**src/rtl/conv_tile_scheduler.sv**
```systemverilog
// conv_tile_scheduler
//
// Walks every (row, col, n, m) tile of one convolution layer and drives the
// tile engine's start/done handshake for each of them. The m loop is the
// innermost one, so partial sums accumulate across input channels before
// the output-channel base moves on.
//
// Ports:
//   clk             system clock
//   rst             synchronous active-high reset
//   layer_start     one-cycle request to process the whole layer (in)
//   layer_done      one-cycle pulse after the last tile completes (out)
//   busy            high from acceptance of layer_start until layer_done (out)
//   conv_tile_start one-cycle start pulse to the tile engine (out)
//   conv_tile_done  one-cycle completion pulse from the tile engine (in)
//   tile_base_n     output-channel base of the current tile (out, AW)
//   tile_base_m     input-channel base of the current tile (out, AW)
//   tile_base_row   row base of the current tile (out, AW)
//   tile_base_col   column base of the current tile (out, AW)
//   tile_idx        zero-based index of the current tile (out, AW)
module conv_tile_scheduler #(
  parameter int AW       = 32,
  parameter int N        = 32,
  parameter int M        = 32,
  parameter int R        = 64,
  parameter int C        = 32,
  parameter int Tn       = 16,
  parameter int Tm       = 16,
  parameter int Tr       = 64,
  parameter int Tc       = 16,
  parameter int TILE_GAP = 2
) (
  input  logic          clk,
  input  logic          rst,
  input  logic          layer_start,
  output logic          layer_done,
  output logic          busy,
  output logic          conv_tile_start,
  input  logic          conv_tile_done,
  output logic [AW-1:0] tile_base_n,
  output logic [AW-1:0] tile_base_m,
  output logic [AW-1:0] tile_base_row,
  output logic [AW-1:0] tile_base_col,
  output logic [AW-1:0] tile_idx
);

  localparam int NUM_TILES = (N / Tn) * (M / Tm) * (R / Tr) * (C / Tc);

  // Each base wraps once it sits at (bound - step).
  localparam logic [AW-1:0] N_LAST   = AW'(N - Tn);
  localparam logic [AW-1:0] M_LAST   = AW'(M - Tm);
  localparam logic [AW-1:0] ROW_LAST = AW'(R - Tr);
  localparam logic [AW-1:0] COL_LAST = AW'(C - Tc);
  localparam logic [AW-1:0] IDX_LAST = AW'(NUM_TILES - 1);

  // Gap counter counts 0 .. TILE_GAP-1 while in GAP.
  localparam int GW = (TILE_GAP > 1) ? $clog2(TILE_GAP) : 1;
  localparam logic [GW-1:0] GAP_LAST = GW'((TILE_GAP > 0) ? (TILE_GAP - 1) : 0);

  typedef enum logic [2:0] {
    IDLE,
    ISSUE,
    WAIT,
    GAP,
    FINISH
  } state_t;

  state_t        state_reg;
  state_t        state_next;
  logic [GW-1:0] gap_cnt_reg;
  logic [AW-1:0] base_n_reg;
  logic [AW-1:0] base_m_reg;
  logic [AW-1:0] base_row_reg;
  logic [AW-1:0] base_col_reg;
  logic [AW-1:0] idx_reg;

  logic clear_cnt;
  logic advance;
  logic last_tile;

  assign last_tile = (idx_reg == IDX_LAST);

  // ---------------------------------------------------------------------
  // State register
  // ---------------------------------------------------------------------
  always_ff @(posedge clk) begin
    if (rst) begin
      state_reg <= IDLE;
    end else begin
      state_reg <= state_next;
    end
  end

  // ---------------------------------------------------------------------
  // Next-state logic and counter control strobes
  // ---------------------------------------------------------------------
  always_comb begin
    state_next = state_reg;
    clear_cnt  = 1'b0;
    advance    = 1'b0;
    case (state_reg)
      IDLE: begin
        if (layer_start) begin
          state_next = ISSUE;
          clear_cnt  = 1'b1;
        end
      end
      ISSUE: begin
        // A done arriving together with the start pulse is not ours.
        state_next = WAIT;
      end
      WAIT: begin
        if (conv_tile_done) begin
          if (last_tile) begin
            state_next = FINISH;
          end else begin
            advance    = 1'b1;
            state_next = (TILE_GAP == 0) ? ISSUE : GAP;
          end
        end
      end
      GAP: begin
        if (gap_cnt_reg == GAP_LAST) begin
          state_next = ISSUE;
        end
      end
      FINISH: begin
        state_next = IDLE;
      end
      default: begin
        state_next = IDLE;
      end
    endcase
  end

  // ---------------------------------------------------------------------
  // Idle-gap counter: restarts from zero every time GAP is entered
  // ---------------------------------------------------------------------
  always_ff @(posedge clk) begin
    if (rst) begin
      gap_cnt_reg <= '0;
    end else if (state_reg != GAP) begin
      gap_cnt_reg <= '0;
    end else begin
      gap_cnt_reg <= gap_cnt_reg + GW'(1);
    end
  end

  // ---------------------------------------------------------------------
  // Tile base counters, nested row > col > n > m with ripple carry.
  // They hold after the last tile so the final coordinates stay visible.
  // ---------------------------------------------------------------------
  always_ff @(posedge clk) begin
    if (rst || clear_cnt) begin
      base_n_reg   <= '0;
      base_m_reg   <= '0;
      base_row_reg <= '0;
      base_col_reg <= '0;
      idx_reg      <= '0;
    end else if (advance) begin
      idx_reg <= idx_reg + AW'(1);
      if (base_m_reg != M_LAST) begin
        base_m_reg <= base_m_reg + AW'(Tm);
      end else begin
        base_m_reg <= '0;
        if (base_n_reg != N_LAST) begin
          base_n_reg <= base_n_reg + AW'(Tn);
        end else begin
          base_n_reg <= '0;
          if (base_col_reg != COL_LAST) begin
            base_col_reg <= base_col_reg + AW'(Tc);
          end else begin
            base_col_reg <= '0;
            if (base_row_reg != ROW_LAST) begin
              base_row_reg <= base_row_reg + AW'(Tr);
            end else begin
              base_row_reg <= '0;
            end
          end
        end
      end
    end
  end

  // ---------------------------------------------------------------------
  // Outputs: pulses decode straight from the registered state
  // ---------------------------------------------------------------------
  assign conv_tile_start = (state_reg == ISSUE);
  assign layer_done      = (state_reg == FINISH);
  assign busy            = (state_reg != IDLE);
  assign tile_base_n     = base_n_reg;
  assign tile_base_m     = base_m_reg;
  assign tile_base_row   = base_row_reg;
  assign tile_base_col   = base_col_reg;
  assign tile_idx        = idx_reg;

endmodule

```
**config.mk**
```make
export PLATFORM = sky130hd
export DESIGN_NAME = conv_tile_scheduler
export DESIGN_NICKNAME = d
export VERILOG_FILES = /design/src/rtl/conv_tile_scheduler.sv
export SDC_FILE = /design/constraint.sdc
export NUM_CORES = 1
export LEC_CHECK = 0
export CAP_MARGIN = 5
export CELL_PAD_IN_SITES_DETAIL_PLACEMENT = 2
export CELL_PAD_IN_SITES_GLOBAL_PLACEMENT = 2
export CORE_ASPECT_RATIO = 0.9
export CORE_MARGIN = 2
export CORE_UTILIZATION = 30
export CTS_CLUSTER_DIAMETER = 100
export CTS_CLUSTER_SIZE = 20
export DETAILED_ROUTE_END_ITERATION = 12
export PLACE_DENSITY = 0.93
export SLEW_MARGIN = 15
export SYNTH_ARGS = -nofsm -noshare
export SYNTH_HDL_FRONTEND = slang
export SYNTH_SLANG_ARGS = --single-unit
```
**constraint.sdc**
```tcl
create_clock -name clk -period 3.1 [get_ports clk]
set_clock_uncertainty 0.1 [all_clocks]
set_input_delay 0.62 -clock clk [delete_from_list [all_inputs] [get_ports clk]]
set_output_delay 0.62 -clock clk [all_outputs]
set_load 0.005 [all_outputs]
```
# After elaboration in Yosys (flattened, before gate mapping)
# Index checks and enable logic that the tools add are counted.
[op_classes]
n_eq_ne = 12
n_mux = 14
bitwise_logic = 3
reduce_logical = 9
n_addsub = 6
[op_table]
columns = ["op", "n"]
rows = [
  ["2-to-1 mux 32 bit", 4],
  ["adder 32 x 5 -> 32 bit (second input constant)", 3],
  ["!= test 32 x 5 -> 1 bit (second input constant)", 3],
  ["adder 32 x 1 -> 32 bit (second input constant)", 1],
  ["adder 32 x 7 -> 32 bit (second input constant)", 1],
  ["equality test 32 x 3 -> 1 bit (second input constant)", 1],
  ["nonzero test 32 bit", 1],
  ["2-to-1 mux 3 bit", 4],
  ["one-hot mux 3 bit (4 select lines)", 1],
  ["equality test 3 x 2 -> 1 bit (second input constant)", 2],
  ["!= test 2 bit (second input constant)", 3],
  ["AND reduction 3 bit", 2],
  ["2-to-1 mux 1 bit", 5],
  ["AND reduction 4 bit", 1],
  ["equality test 3 x 1 -> 1 bit (second input constant)", 1],
  ["equality test 3 bit (second input constant)", 1],
  ["zero test 3 bit", 1],
  ["!= test 3 x 2 -> 1 bit (second input constant)", 1],
  ["inverter 1 bit", 3],
  ["nonzero test 3 bit", 1],
  ["AND reduction 2 bit", 1],
  ["OR reduction 2 bit", 1],
  ["adder 1 bit (second input constant)", 1],
  ["logical OR 1 bit", 1],
]
[word_totals]
wordCells = 51
out_inout_bits = 163
ff_bits = 164

# Depth between registers and ports, before layout
# Gate-level depths: netlist (run 1).
[logic_depth]
word_depth = 5
mapped_depth = 10
ltp_nobuf = 8

# Worst setup path after synthesis (run 1)
# OpenSTA, ideal clock, no wires.
[synth_timing]
kind = "reg2reg"
start = "register base_row_reg[7], in the netlist tile_base_row[7]"
end = "register base_row_reg[26], in the netlist tile_base_row[26]"
stages_incl_launch_ff = 8
slack_ns = 0.762
t_arrival_ns = 2.168
synth_period_minus_slack_ns = 2.338
cell_sequence = "dfxtp_1 > ha_1 > nand3_1 > or4_1 > nor2_2 > nand3_1 > or4_1 > a21oi_1"
[synth_via]
elab_chain_len = 2
[synth_lines]
columns = ["element", "line_no", "text"]
rows = [
  ["start, declared", "73", "logic [AW-1:0] base_row_reg;"],
  ["start signal, assigned", "175", "base_row_reg <= base_row_reg + AW'(Tr);"],
  ["adder 32 x 7 -> 32 bit / nonzero test 32 bit (equally long branches)", "175, 174", ""],
  ["2-to-1 mux 32 bit *", "174", "if (base_row_reg != ROW_LAST) begin"],
]
# Mark *: on every way between the ends. The rest lies on a longest branch, timed or not.
# A chain may end at the register's enable or synchronous reset.

# Worst setup path in the final report (run 1)
[layout_timing]
start = "register base_m_reg[19], in the netlist tile_base_m[19]"
end = "register base_row_reg[26], in the netlist tile_base_row[26]"
[layout_via]
elab_chain_len = 3
[layout_lines]
columns = ["element", "line_no", "text"]
rows = [
  ["start, declared", "72", "logic [AW-1:0] base_m_reg;"],
  ["start signal, assigned", "163", "base_m_reg <= base_m_reg + AW'(Tm);"],
  ["!= test 32 x 5 -> 1 bit", "162", "if (base_m_reg != M_LAST) begin"],
  ["inverter 1 bit (no source line)", "n/a", ""],
  ["AND reduction 4 bit (no source line)", "n/a", ""],
]
# No other way between the ends.

==> out/qor.yml, run 1 <==
path_class: "register to register"
relSlewSlack: 0.5287
fin_crit_ns: 2.969
crit_buf_inv: 1
diodes: 0
routed_wl_um: 35120
grt_pass1_vias: 9764
post_cts_buffers: 0
vias: 9060
final_max_slew_viol_count: 0
grt_pass1_wl_um: 56120
synth_area_um2: 7986
cpMaxStageDelayCell: "nor4_1"
vdd_drop_max_mv: 0.2742
dp_hpwl_um: 24330
power_density_nw_per_um2: 423.3
cts_buffer_depth: 2
core_um2: 26140
grt_overflow_total: 0
ctsHoldBuffers: 0
status: "finished, final reports clean"
h-tree-depth: 4
register_area_um2: 2923
fp.dieH_um: 158.8
layout.nets: 1199
async_reset_ff_frac: 0
clock_latency_ns: 0.44
max_stage_delay_ns: 0.64
placed_cells: 1515
grtUsageTotal: 0.2508
setup_ws_ns: 0.1306
tns_ns: 0
antenna_found_initial: 0
cts_tree: "built"
ys_seq_area_frac: 0.3660
period_share: 0.9579
startpoint_type: "register"
finish.instance_area_um2: 10700
final_cells: 1546
drc: 0
holdCritPathClass: "register to register"
initial_core_util: 0.3056
yosys_warnings: 0
holdWs_ns: 0.3169
synthCells: 1021
p_total_mw: 4.531
drt_iter0_drc: 697
final_util: 0.4096
max_freq_mhz: 336.8
synth-edff-count: 0
dr.pass1.iters: 5
maxCapViolCount: 0
viasPerCell: 5.860
synth.distinct_cells: 61
fp.dieW_um: 176.0
synthFlopType: "dfxtp_1"
ctsResizeCount: 0
routedWlPerCell_um: 22.72
worstPathRequired_ns: 3.36
num_rows: 56
path_clk_slew_ns: 0.07
r2r_slack_ns: 0.13
cts_root_buf: "clkbuf_16"
numCtsBuffers: 17
setup_violations: 0
avgSynthCellArea_um2: 7.822
die-area_um2: 27940
ys_seq_elements: 146
cp_top_family: "simple AND/OR/NAND/NOR gates"
fillCellCount: 2920
worst_pin_slew_ns: 0.7043
cp_cell_sequence: "nor4_1 > and3_1 > o2111a_2 > nand3_1 > buf_12 > or4_1 > a21oi_1"
drive_gt1_frac: 0.08598
hold_viol_final: 0
io_buffers: 148
p_leak_nw: 3.318
io_pins: 167
gp_congestion: 0.8370
worstPathMaxFanout: 25
multi_input_area_um2: 4742
dp_slack_ns: 0.07765
postPlaceCellArea_um2: 10050
grt_max_degree: 34
area_delta_synth_final_pct: 34.03
cp.arrival_ns: 3.23
largest_register_ffs: 32
endpoint_kind: "register"
ant_nets: 0
cts_num_sinks: 146
## power by group
group / total (mW) / internal, mW / switching (mW)
Clock: 2.37 / 1.46 / 0.912
Combinational: 0.257 / 0.0776 / 0.179
Sequential: 1.90 / 1.88 / 0.0202
## cell usage in the layout, fill, tap and decap left out, drive strengths merged, types with 9 or more instances in the layout
cell           netlist  routed
or3                 37      37
nand3               62      62
inv                 25      28
nor3                33      33
and2                11      11
ha                   9       9
xnor2               29      29
o21ai               67      67
a21oi               90      90
o21a                 9       9
clkbuf              34      20
nand3b              11      11
nor2                94      94
and4                 9       9
conb                 1      18
a21o                14      14
nor4                48      48
nand2               83      83
o31ai                9       9
buf                 29      44
dfxtp              146     146
clkdlybuf4s50        0     148
nand4               45      45
xor2                14      14
and3                15      15
or4                 32      32
## metal layers
metal / routed length (µm) / GRT usage / part of all wire / vias to the layer above
li1: - / - / - / 4078
met1: 15510 / 0.3213 / 0.44 / 4644
met2: 17140 / 0.4155 / 0.49 / 262
met3: 1481 / 0.04310 / 0.042 / 76
met4: 989 / 0.1037 / 0.028 / 0
met5: 0 / 0 / 0 / -
## final timing paths
| check | depth (start not counted) | start | end |
|---|---|---|---|
| worst max-delay path | 7 | tile_base_m[19]$_SDFFE_PP0P_ | tile_base_row[26]$_SDFFE_PP0P_ |
| worst min-delay path | 1 | gap_cnt_reg$_SDFF_PP0_ | gap_cnt_reg$_SDFF_PP0_ |
| worst max register to register | 7 | tile_base_m[19]$_SDFFE_PP0P_ | tile_base_row[26]$_SDFFE_PP0P_ |
| worst min register to register | 1 | gap_cnt_reg$_SDFF_PP0_ | gap_cnt_reg$_SDFF_PP0_ |
## logic make-up (layout without fill, tap and decap cells)
| family | Yosys count | in the layout | share of synthesized area |
|---|---|---|---|
| DFF | 146 | 146 | 0.3660 |
| and+or+nand+nor | 510 | 510 | 0.3556 |
| buffers and inverters | 88 | 248 | 0.05107 |
| adders and majority gates | 9 | 9 | 0.01410 |
| xor gates and xnor gates | 43 | 43 | 0.04716 |
| AOI/OAI and AO/OA | 220 | 220 | 0.1604 |
| muxes | 4 | 4 | 0.005170 |
| other | 1 | 18 | 0.0004695 |
## synthesized netlist by cell type, types with 15 or more instances
| library cell | n | area, µm² |
|---|---|---|
| nor4_1 | 40 | 250.2 |
| xnor2_1 | 29 | 254.0 |
| nand4_1 | 44 | 275.3 |
| dfxtp_1 | 146 | 2923 |
| nor3_1 | 32 | 160.2 |
| buf_4 | 18 | 135.1 |
| inv_1 | 25 | 93.84 |
| and3_1 | 15 | 93.84 |
| clkbuf_1 | 34 | 127.6 |
| nand3_1 | 62 | 310.3 |
| or4_1 | 31 | 232.7 |
| a21oi_1 | 90 | 450.4 |
| nor2_1 | 91 | 341.6 |
| or3_1 | 37 | 231.5 |
| o21ai_0 | 65 | 325.3 |
| nand2_1 | 83 | 311.6 |
## cell type report
class	instances	share of cell area
inverters	25	0.008767
clock inverters	11	0.01882
multi-input cells	804	0.4430
flip-flops and latches	146	0.2731
repair buffers	192	0.1739
well taps	348	0.04068
clock buffers	20	0.04173
(Power assumes the default switching activity.)
==> run 2, diff against run 1 <==
--- a/config.mk
+++ b/config.mk
@@ -11,6 +11,7 @@
 export CORE_ASPECT_RATIO = 0.9
 export CORE_MARGIN = 2
 export CORE_UTILIZATION = 30
+export CTS_BUF_LIST = sky130_fd_sc_hd__clkbuf_8
 export CTS_CLUSTER_DIAMETER = 100
 export CTS_CLUSTER_SIZE = 20
 export DETAILED_ROUTE_END_ITERATION = 12
==> out/qor.yml, run 2 (same netlist as run 1, synthesis figures left out) <==
cp.arrival_ns: 3.23  # about the same
worstPathMaxFanout: 25  # unchanged
r2r_end: "tile_base_row[26]$_SDFFE_PP0P_"  # unchanged
viasPerCell: 5.815  # was 5.860
clock_latency_ns: 0.48  # was 0.44 ns
antenna_found_initial: 0  # unchanged
cts_buffer_depth: 2  # unchanged
gp_congestion: 0.8370  # unchanged
fin_crit_ns: 2.937  # was 2.969 ns
grtUsageTotal: 0.2470  # was 0.2508
grt_overflow_total: 0  # unchanged
startpoint_type: "register"  # unchanged
layout.nets: 1199  # unchanged
holdCritPathClass: "register to register"  # unchanged
grtUsageMet3: 0.04262  # was 0.04310
r2r_start: "tile_base_n[5]$_SDFFE_PP0P_"  # was tile_base_m[19]$_SDFFE_PP0P_
min_path_cells: 1  # unchanged
fp.dieW_um: 176.0  # unchanged
gr-usage-met2: 0.4166  # was 0.4155
drt_iter0_drc: 605  # was 697
tns_ns: 0  # unchanged
whs_endpoint: "gap_cnt_reg$_SDFF_PP0_"  # unchanged
vias: 8990  # was 9,060
worstPathRequired_ns: 3.40  # was 3.36 ns
power_density_nw_per_um2: 379.6  # was 423.3 nW/µm²
fillCellCount: 2959  # was 2,920
io_pins: 167  # unchanged
drive_gt1_frac: 0.08514  # was 0.08598
max_freq_mhz: 340.5  # was 336.8 MHz
grt_pass1_vias: 9673  # was 9,764
relSlewSlack: 0.5302  # was 0.5287
status: "finished, final reports clean"  # unchanged
grt_max_degree: 34  # unchanged
grtUsageMet1: 0.3146  # was 0.3213
cts_num_sinks: 146  # unchanged
maxCapViolCount: 0  # unchanged
io_buffers: 148  # unchanged
dr.pass1.iters: 5  # unchanged
hold_viol_final: 0  # unchanged
dp_hpwl_um: 24330  # unchanged
final_util: 0.4020  # was 0.4096
final_cell_mix: "clkdlybuf4s50_1 (148), dfxtp_1 (146), nor2_1 (91)"  # unchanged
routed_wl_um: 34540  # was 35,120 µm
setup_violations: 0  # unchanged
rsz0062_at_grt: "false"
drc: 0  # unchanged
dp_slack_ns: 0.07765  # unchanged
routedWlPerCell_um: 22.34  # was 22.72 µm
numCtsBuffers: 17  # unchanged
cts_tree: "built"  # unchanged
initial_core_util: 0.3056  # unchanged
core_um2: 26140  # unchanged
worst_pin_slew_ns: 0.7022  # was 0.7043 ns
r2r_slack_ns: 0.16  # was 0.13 ns
diodes: 0  # unchanged
fp.dieH_um: 158.8  # unchanged
vdd_drop_max_mv: 0.2585  # was 0.2742 mV
ant_nets: 0  # unchanged
path_clk_slew_ns: 0.10  # was 0.07 ns
setup_ws_ns: 0.1630  # was 0.1306 ns
num_rows: 56  # unchanged
final_common_cell: "clkdlybuf4s50_1"  # unchanged
post_cts_buffers: 0  # unchanged
endpoint_kind: "register"  # unchanged
die-area_um2: 27940  # unchanged
final_max_slew_viol_count: 0  # unchanged
ctsResizeCount: 0  # unchanged
area_delta_synth_final_pct: 31.55  # was 34.03%
cts_root_buf: "clkbuf_8"  # was clkbuf_16
h-tree-depth: 4  # unchanged
reg2regPathDepth: 10  # was 7
p_leak_nw: 3.237  # was 3.318 nW
path_class: "register to register"  # unchanged
period_share: 0.9474  # was 0.9579
ctsHoldBuffers: 0  # unchanged
largest_register_ffs: 32  # unchanged
hp-start: "gap_cnt_reg$_SDFF_PP0_"  # unchanged
grt_pass1_wl_um: 55330  # was 56,120 µm
busiest_layer: "met2"  # unchanged
==> run 2: changes by cell type in the layout (fill, tap and decap cells not counted), sizes merged <==
cell,delta
clkbuf,-2
inv,+2
==> run 2: through the flow <==
step | cell area [µm²] | total power, mW | instances | hold slack [ns]
3_3_place_gp | 10050 | 2.182 | 1515 | 0.3022
3_5_place_dp | 10050 | 2.198 | 1515 | 0.3028
5_1_grt | 10510 | 4.129 | 1546 | 0.3479
4_1_cts | 10510 | 4.020 | 1546 | 0.3178
6_report | 10510 | 3.988 | 1546 | 0.3192
2_1_floorplan | 8050 | 2.098 | 1038 | 0.2892
==> run 2: layout make-up <==
| type | count | area, µm² | area share |
|---|---|---|---|
| Clock buffer | 18 | 247.7 | 0.02358 |
| Clock inverter | 13 | 209.0 | 0.01989 |
| Inverter | 25 | 93.84 | 0.008932 |
| Multi-Input combinational cell | 804 | 4736 | 0.4508 |
| Sequential cell | 146 | 2923 | 0.2782 |
| Tap cell | 348 | 435.4 | 0.04144 |
| Timing Repair Buffer | 192 | 1862 | 0.1772 |
==> run 2: worst max-delay path by stage <==
stage                                        startpoint                              to  slack (ns)
after CTS                     state_reg[0]$_SDFFE_PP0P_                            busy        0.21
after global routing        tile_base_n[5]$_SDFFE_PP0P_  tile_base_row[27]$_SDFFE_PP0P_       0.003
final                       tile_base_n[5]$_SDFFE_PP0P_  tile_base_row[26]$_SDFFE_PP0P_        0.16
after floorplan           tile_base_row[7]$_SDFFE_PP0P_  tile_base_row[26]$_SDFFE_PP0P_        0.76
after detailed placement                 conv_tile_done  tile_base_col[13]$_SDFFE_PP0P_        0.08
after global placement                   conv_tile_done  tile_base_col[13]$_SDFFE_PP0P_        0.09
==> run 2: power breakdown <==
group	internal [mW]	switching, mW	leakage (nW)
clock	0.981	0.845	0.233
combinational	0.0776	0.181	1.83
sequential	1.88	0.0207	1.18
total	2.94	1.05	3.24
==> run 2: per-layer routing <==
layer | vias to the layer above | wire length, µm
met3 | 61 | 1407
met1 | 4596 | 15400
met2 | 254 | 16920
met4 | 0 | 814
met5 | - | 0
li1 | 4079 | -
==> run 2: critical path, stage by stage (launching register included) <==
cell and delay (ns):
dfxtp_1 0.40, inv_1 0.12, ha_1 0.16, nor4b_1 0.43
nand4_1 0.18, nor2_1 0.24, buf_12 0.18, nand3_1 0.13
buf_12 0.19, or4_1 0.50, a21oi_1 0.20
